[config.mk]
export PLATFORM = sky130hd
export DESIGN_NAME = iqueue_issue
export DESIGN_NICKNAME = d
export VERILOG_FILES = /design/src/rtl/iqueue_issue.sv
export SDC_FILE = /design/constraint.sdc
export NUM_CORES = 1
export LEC_CHECK = 0
export CAP_MARGIN = 30
export CORE_MARGIN = 1.5
export CORE_UTILIZATION = 55
export DETAILED_ROUTE_END_ITERATION = 12
export GPL_TIMING_DRIVEN = 0
export PLACE_DENSITY_LB_ADDON = 0.1
export REMOVE_ABC_BUFFERS = 1
export SLEW_MARGIN = 40
export SYNTH_ARGS = -nofsm -noshare
export SYNTH_HDL_FRONTEND = slang
export SYNTH_SLANG_ARGS = --single-unit
[constraint.sdc]
create_clock -name clk -period 15.3 [get_ports clk]
set_clock_uncertainty 0.1 [all_clocks]
set_input_delay 3.06 -clock clk [delete_from_list [all_inputs] [get_ports clk]]
set_output_delay 3.06 -clock clk [all_outputs]
set_load 0.03 [all_outputs]
[src/rtl/iqueue_issue.sv]
// In-order instruction issue queue with a 32-entry register busy scoreboard.
// Decoded instructions wait in a circular FIFO until the head is free of
// RAW/WAW hazards, then issue as a registered one-cycle issue_rdy pulse.
// Optional feature macro: IQ_BYPASS_EN (empty-queue direct issue).
module iqueue_issue #(
  parameter int unsigned DEPTH  = 8,
  parameter int unsigned ADDR_W = 3
) (
  input  logic              clk,
  input  logic              rst,
  input  logic              rdy,
  input  logic              flush,
  input  logic              dec_valid,
  output logic              dec_ready,
  input  logic              dec_is_vec,
  input  logic              dec_is_imm,
  input  logic              dec_is_pc,
  input  logic [31:0]       dec_pc,
  input  logic [31:0]       dec_imm,
  input  logic [5:0]        dec_name,
  input  logic [4:0]        dec_rs1,
  input  logic [4:0]        dec_rs2,
  input  logic [4:0]        dec_rd,
  input  logic              dec_use_rs1,
  input  logic              dec_use_rs2,
  input  logic              dec_has_rd,
  input  logic              wb_valid,
  input  logic [4:0]        wb_rd,
  output logic              issue_rdy,
  output logic              is_vec,
  output logic              is_imm,
  output logic              is_pc,
  output logic [31:0]       pc,
  output logic [31:0]       imm,
  output logic [5:0]        name,
  output logic [4:0]        rs1_addr,
  output logic [4:0]        rs2_addr,
  output logic [4:0]        issue_rd,
  output logic [ADDR_W:0]   count
);

  typedef struct packed {
    logic        is_vec;
    logic        is_imm;
    logic        is_pc;
    logic [31:0] pc;
    logic [31:0] imm;
    logic [5:0]  name;
    logic [4:0]  rs1;
    logic [4:0]  rs2;
    logic [4:0]  rd;
    logic        use_rs1;
    logic        use_rs2;
    logic        has_rd;
  } entry_t;

  entry_t            mem [DEPTH];
  logic [ADDR_W-1:0] head;
  logic [ADDR_W-1:0] tail;
  logic [31:0]       busy;
  logic [31:0]       busy_eff;
  logic [31:0]       busy_nxt;
  entry_t            dec_e;
  entry_t            head_e;
  entry_t            iss_e;
  logic              head_haz;
  logic              push;
  logic              pop;
  logic              bypass;
  logic              issue;
  logic              store;

  // RAW on either source or WAW on the destination; x0 never conflicts
  function automatic logic hazard(input entry_t e, input logic [31:0] b);
    return (e.use_rs1 && (e.rs1 != 5'd0) && b[e.rs1]) ||
           (e.use_rs2 && (e.rs2 != 5'd0) && b[e.rs2]) ||
           (e.has_rd  && (e.rd  != 5'd0) && b[e.rd]);
  endfunction

  assign dec_e = '{is_vec: dec_is_vec, is_imm: dec_is_imm, is_pc: dec_is_pc,
                   pc: dec_pc, imm: dec_imm, name: dec_name,
                   rs1: dec_rs1, rs2: dec_rs2, rd: dec_rd,
                   use_rs1: dec_use_rs1, use_rs2: dec_use_rs2, has_rd: dec_has_rd};
  assign head_e    = mem[head];
  assign dec_ready = (count != (ADDR_W+1)'(DEPTH));

  // Writeback landing this cycle already unblocks dependent instructions
  always_comb begin
    busy_eff = busy;
    if (wb_valid) busy_eff[wb_rd] = 1'b0;
  end

  assign head_haz = hazard(head_e, busy_eff);
  assign push     = dec_valid && dec_ready && rdy && !flush;
  assign pop      = (count != '0) && rdy && !flush && !head_haz;

`ifdef IQ_BYPASS_EN
  logic dec_haz;
  assign dec_haz = hazard(dec_e, busy_eff);
  assign bypass  = push && (count == '0) && !dec_haz;
`else
  assign bypass  = 1'b0;
`endif

  assign issue = pop || bypass;
  assign iss_e = pop ? head_e : dec_e;
  assign store = push && !bypass;

  // Scoreboard next value: clear on writeback, set on issue (set wins)
  always_comb begin
    busy_nxt = busy_eff;
    if (issue && iss_e.has_rd && (iss_e.rd != 5'd0)) busy_nxt[iss_e.rd] = 1'b1;
    busy_nxt[0] = 1'b0;
  end

  // Entry storage; no reset needed since count gates visibility
  always_ff @(posedge clk) begin
    if (store) mem[tail] <= dec_e;
  end

  // Pointers, occupancy, scoreboard and registered issue bus
  always_ff @(posedge clk) begin
    if (rst) begin
      head      <= '0;
      tail      <= '0;
      count     <= '0;
      busy      <= '0;
      issue_rdy <= 1'b0;
      is_vec    <= 1'b0;
      is_imm    <= 1'b0;
      is_pc     <= 1'b0;
      pc        <= '0;
      imm       <= '0;
      name      <= '0;
      rs1_addr  <= '0;
      rs2_addr  <= '0;
      issue_rd  <= '0;
    end else if (rdy) begin
      busy <= busy_nxt;
      if (flush) begin
        head      <= '0;
        tail      <= '0;
        count     <= '0;
        issue_rdy <= 1'b0;
      end else begin
        if (store) tail <= ADDR_W'(tail + 1'b1);
        if (pop)   head <= ADDR_W'(head + 1'b1);
        if (store && !pop)      count <= (ADDR_W+1)'(count + 1'b1);
        else if (pop && !store) count <= (ADDR_W+1)'(count - 1'b1);
        issue_rdy <= issue;
        if (issue) begin
          is_vec   <= iss_e.is_vec;
          is_imm   <= iss_e.is_imm;
          is_pc    <= iss_e.is_pc;
          pc       <= iss_e.pc;
          imm      <= iss_e.imm;
          name     <= iss_e.name;
          rs1_addr <= iss_e.rs1;
          rs2_addr <= iss_e.rs2;
          issue_rd <= iss_e.has_rd ? iss_e.rd : 5'd0;
        end
      end
    end
  end

endmodule

Word level (Yosys, flattened, before mapping)
Memory sizes are Yosys's and may differ from the RTL's. A register that Yosys moved wholly into a read port is not among the register bits.
Cells that the tools add are included.
- input port bits: 102
- register bits: 130
- output and inout bits: 94
- memories kept: 1
- logic and storage cells: 93
- bits in writable memories: 728
- reductions and logical operators: 36
- eq/ne operators: 1
- muxes and demuxes: 26
- $add $sub $neg: 4
- bitwise gates (word level): 4
- magnitude comparators: 7
- memory list (name ; words ; bits a word ; read ports ; clocked after memory_dff ; wr ports ; line ; source):
    mem ; 8 ; 91 ; 1 ; 1 ; 1 ; 57 ; entry_t mem [DEPTH];
- operators by type and width (kind ; count):
    91-bit two-way mux ; 1
    32-bit two-way mux ; 2
    32-bit bitwise AND ; 1
    32-bit inverter ; 1
    32-bit OR ; 1
    5-bit by 6-bit less-than comparator with 1-bit output, second input constant ; 5
    5-bit nonzero test ; 4
    1-bit logical AND ; 18
    3-bit two-way mux ; 6
    1-bit binary-select mux with 5-bit select ; 3
    4-bit two-way mux ; 3
    1-bit demux with 5-bit select ; 2
    5-bit by 1-bit >= comparator with 1-bit output, second input constant ; 2
    1-bit two-way mux ; 8
    3-bit by 1-bit adder with 3-bit output, second input constant ; 2
    2-bit AND reduction ; 3
    5-bit two-way mux ; 1
    4-bit by 1-bit adder with 4-bit output, second input constant ; 1
    1-bit zero test ; 4
    4-bit inequality test, second input constant ; 1
    2-bit nonzero test ; 2
    4-bit nonzero test ; 1
    4-bit by 1-bit subtractor with 4-bit output, second input constant ; 1
    3-bit AND reduction ; 1
    3 further kinds ; 4

Longest topological paths before layout
Gate-level depths: netlist of run 1.
- depth after elaboration: 21
- depth in mapped cells: 20
- depth with buffers taken out: 15

Least setup slack after synthesis of run 1
Ideal clock, no wire load.
- path type: in2reg
- start: in rdy
- end: mem mem[2][0] in the netlist's numbering, enable pin
- arrival time: 10.575 ns
- path slack: 3.954 ns
- path buffers: 1
- stages on the path: 4
- data required time: 14.529 ns
- setup time: 0.671 ns
- path through: clkbuf_1 -> nand3_1 -> or3_1 -> nor3b_1
- cells in the longest elaborated chain, start to end: 4
- RTL lines (what ; line ; source):
    start: declaration ; 11 ; input logic rdy,
    1-bit logical AND (2 in series) ; 94 ; assign push = dec_valid && dec_ready && rdy && !flush;
    1-bit two-way mux ; 118 ; if (store) mem[tail] <= dec_e;
    1-bit two-way mux (implied by the code) ; 118 ;
    end: declaration ; 57 ;
Every way passes these cells.

Final worst setup path of run 1
- start: in wb_rd[3]
- end: reg count[3]
- cells in the longest elaborated chain, start to end: 18
- elaborated cells between the ends (all ways): 28
- those cells by class: order compare: 2; mux: 11; bitwise: 2; reduce/logical: 13
- RTL lines (what ; line ; source):
    start: declaration ; 28 ; input logic [4:0] wb_rd,
    5-bit by 6-bit less-than comparator with 1-bit output (implied by the code) or 5-bit by 1-bit >= comparator with 1-bit output (tied branches) ; 90 ; if (wb_valid) busy_eff[wb_rd] = 1'b0;
    1-bit logical AND (implied by the code) ; 90 ;
    1-bit two-way mux (implied by the code) ; 90 ;
    1-bit demux with 5-bit select * ; 90 ;
    32-bit inverter (no line) * ; n/a ;
    32-bit bitwise AND (no line) * ; n/a ;
    32-bit two-way mux * ; 90 ;
    1-bit binary-select mux with 5-bit select (on tied branches) ; 75, 76 ;
    [2 not listed] ; n/a ;
    1-bit logical OR ; 75 ; return (e.use_rs1 && (e.rs1 != 5'd0) && b[e.rs1]) ||
    1-bit logical OR * ; 76 ; (e.use_rs2 && (e.rs2 != 5'd0) && b[e.rs2]) ||
    1-bit zero test * ; 95 ; assign pop = (count != '0) && rdy && !flush && !head_haz;
    1-bit logical AND * ; 95 ;
    1-bit zero test ; 148 ; if (store && !pop) count <= (ADDR_W+1)'(count + 1'b1);
    1-bit logical AND ; 148 ;
    3-bit nonzero test (no line) or 4-bit two-way mux (tied branches) ; n/a ;
    2-bit AND reduction (no line) or 4-bit two-way mux (tied branches) ; n/a ;
    end signal: assignment ; 148 ;
    end signal: assignment ; 149 ; else if (pop && !store) count <= (ADDR_W+1)'(count - 1'b1);
    end: declaration ; 39 ; output logic [ADDR_W:0] count
Every way passes the cells marked *; elsewhere a longest branch is shown, timed or not. The select of a mux whose other input is x is not followed.
A chain may end at the register's enable or synchronous reset.

==> flow_summary.yaml, run 1 <==
setup_path:
  crit_top_cell: "o21ai_0"
  path_delay_family: "compound AO/OA/AOI/OAI gates"
  path_max_fanout: 9
  cp-end-kind: "flop"
  crit_chain: "clkdlybuf4s50_1, or4b_1, o21ai_0, mux2_2, nor3_1, a311o_1, a211oi_2, o211ai_4, o21ai_0, ha_1, a21o_1, a21oi_1, nand2_1, or4_1, o31a_1, o2111a_1"
  cp-start-kind: "input pin"
  required_ns: 15.71
  worst-path-buf-inv: 1
  critPathMaxStageDelay_ns: 0.65
  cp.arrival_ns: 7.81
  r2r_setup_slack_ns: 9.95
  path_class: "input pin to flop"
  crit_path_top_delay_cell: "or4b_1"
floorplanning:
  rows: 90
  core_area_um2: 60500
  dieArea_um2: 62800
  start_util_pct: 55.8
  die_height_um: 251
  die_w_um: 251
  ios: 196
placement:
  placed_area_um2: 38100
  globalplace.congestion: 0.907
  io_buffers: 195
  dp_hpwl_mm: 49.9
clock_network:
  ctsHtreeMaxLevel: 3
  path_clk_slew_ns: 0.06
  worst_skew_pair.late_latency_ns: 0.62
  ctsResizeCount: 0
  clock_sinks: 861
  cts_setup_buffers: 0
  cts_tree: "built"
  cts_hold_buf: 0
  cts-root-buf: "clkbuf_16"
  cts_buffer_depth: 3
  cts_buffers: 85
routing:
  vias: 18200
  wire_per_inst_um: 24.6
  drt_pass1_iterations: 6
  drt_iter0_drc: 1488
  wirelength_mm: 73.7
  drtAntennaViolNets: 0
  drc: 0
  post_drt_via_cell_ratio: 6.09
grt:
  antenna_found_initial: 8
  grt_pass1_vias: 18400
  track_usage_pct: 23.9
  grt_pass1_wl_mm: 113
  globalRouteOverflowTotal: 0
  grt_max_degree: 74
run_status:
  status: "complete, no violations"
synthesis:
  ys_async_sr_fraction_pct: 0
  synth_top_area_share_pct: 64.8
  synth_flop_cell: "edfxtp_1"
  yosys-top-cells-area: "edfxtp_1 65%, mux4_2 12%, dfxtp_1 7.9%"
  yosys_warnings: 0
  synth_top_cell_by_area: "edfxtp_1"
  syn_inst: 1805
  ys_seq_area_share_pct: 72.7
  ys_seq_elements: 861
  syn-cell-area_um2: 33700
  synth_edf_count: 728
  synth.distinct_cells: 66
  synth.avg_cell_area_um2: 18.7
pwr:
  powerDensity_nw_per_um2: 122
  vdd_drop_max_uv: 98.1
  leakagePower_uw: 0.0129
  p_total_uw: 5010
finish:
  final_common_cell: "edfxtp_1"
  fin_area_um2: 41000
  area_growth_pct: 21.5
  final_cell_mix: "728 x edfxtp_1, 193 x clkdlybuf4s50_1, 183 x mux4_2"
  final_nets: 2247
  layout-drive-gt1-share_pct: 23.8
timing:
  period_needed_ns: 7.41
  relSlewSlack_pct: 47.3
  grt_setup_unrepaired: "false"
  fmax_mhz: 135
  slew_viol_final: 0
  finalSetupViolations: 0
  worst_slew_pin_slew_ns: 0.789
  finalCritPeriodShare_pct: 48.4
  hold_violations: 0
worst_hold_path:
  hp-class: "flop to flop"
job:
  maxCapViolCount: 0
[cells by family after synthesis]
logic type                 synth area share [%]
muxes                                      16.7
adders and majority gates                 0.208
DFF                                        72.7
xor gates and xnor gates                 0.0520
AOI/OAI and AO/OA                          4.80
buffers and inverters                      1.76
and+or+nand+nor                            3.77
[path summary, 6_finish.rpt]
kind,start,endpoint,cells after the start
max,wb_rd[3],count[3]$_SDFFE_PP0P_,16
min,busy[6]$_SDFFE_PP0P_,busy[6]$_SDFFE_PP0P_,2
max reg2reg,flop,count[3]$_SDFFE_PP0P_,17
min reg2reg,busy[6]$_SDFFE_PP0P_,busy[6]$_SDFFE_PP0P_,2
[cells in the mapped netlist (all sizes together) (3+ instances only)]
master,number
mux2,13
nand3,5
and3,3
nor2b,5
o31ai,5
a21oi,27
dfxtp,133
nor4,7
buf,59
nand4,27
o32ai,3
a311oi,24
and2,3
a211oi,84
nand2b,7
a21o,5
nand2,21
or4bb,3
clkbuf,58
ha,4
o21ai,43
edfxtp,728
o311ai,8
nor3,21
nand4b,11
nor3b,5
mux4,183
nor2,133
o211ai,6
inv,10
mux2i,131
[metrics by stage]
| step | setup TNS (ns) | setup WS (ns) | util (%) | cells | hold WS, ns |
|---|---|---|---|---|---|
| after CTS | 0 | 8.04 | 67.7 | 2993 | 0.375 |
| after global routing | 0 | 7.65 | 67.7 | 2994 | 0.385 |
| after detailed placement | 0 | 7.39 | 62.9 | 2835 | 0.364 |
| after global placement | -3721.65 | -6.03 | 59.7 | 2665 | 0.353 |
| final | 0 | 7.89 | 67.8 | 2996 | 0.381 |
| after floorplan | 0 | 1.71 | - | 1688 | 0.334 |
[final cells by class]
type | instances | area (um^2)
flip-flops and latches | 861 | 24500
fillers | 3919 | 19500
multi-input cells | 816 | 8680
repair buffers | 365 | 3810
clock buffers | 120 | 2440
well taps | 782 | 978
clock inverters | 38 | 468
inverters | 11 | 41.3
diodes | 3 | 7.51
[per-layer routing]
| metal | track usage (%) | up-vias | share of wire (%) |
|---|---|---|---|
| li1 | - | 8103 | - |
| met1 | 34.3 | 9460 | 43 |
| met2 | 37.5 | 570 | 48 |
| met3 | 5.19 | 100 | 7.0 |
| met4 | 6.77 | 10 | 2.0 |
| met5 | 0 | - | 0.079 |
[worst reg2reg max path: stages (launching register included)]
cell,delay (ns)
dfxtp_4,0.46
buf_12,0.27
buf_12,0.26
buf_12,0.25
mux4_2,0.55
mux2i_2,0.41
inv_1,0.21
mux4_2,0.50
o221ai_2,0.20
o211ai_4,0.19
o21ai_0,0.43
ha_1,0.32
a21o_1,0.17
a21oi_1,0.17
nand2_1,0.09
or4_1,0.41
o31a_1,0.12
o2111a_1,0.14
[registers in the layout (all words and copies together) (netlist names), 3 cells and up, named ones only]
signal	count
busy	31
count	4
head	3
imm	32
issue_rd	5
mem	728
name	6
pc	32
rs1_addr	5
rs2_addr	5
tail	3
[report_power, final]
| group | leakage (uW) | internal, uW | switching [uW] |
|---|---|---|---|
| clock network | 0.00142 | 1290 | 860 |
| logic | 0.00384 | 126 | 160 |
| registers | 0.00764 | 2570 | 13.4 |
Power figures use the tool's default switching activity.
==> inputs of run 2 (changes only) <==
clock period = 7.3 ns   (was 15.3 ns; I/O delays follow)
==> results of run 2 <==
Same layout as run 1 (identical final DEF). Status: complete, no violations.
Among the figures that moved: setup slack after placement 7.39 ns -> 0.991 ns; setup slack after layout 7.89 ns -> 1.49 ns; register-to-register setup slack 9.95 ns -> 1.95 ns; total power 5010 uW -> 10500 uW; worst IR drop on VDD 98.1 uV -> 206 uV
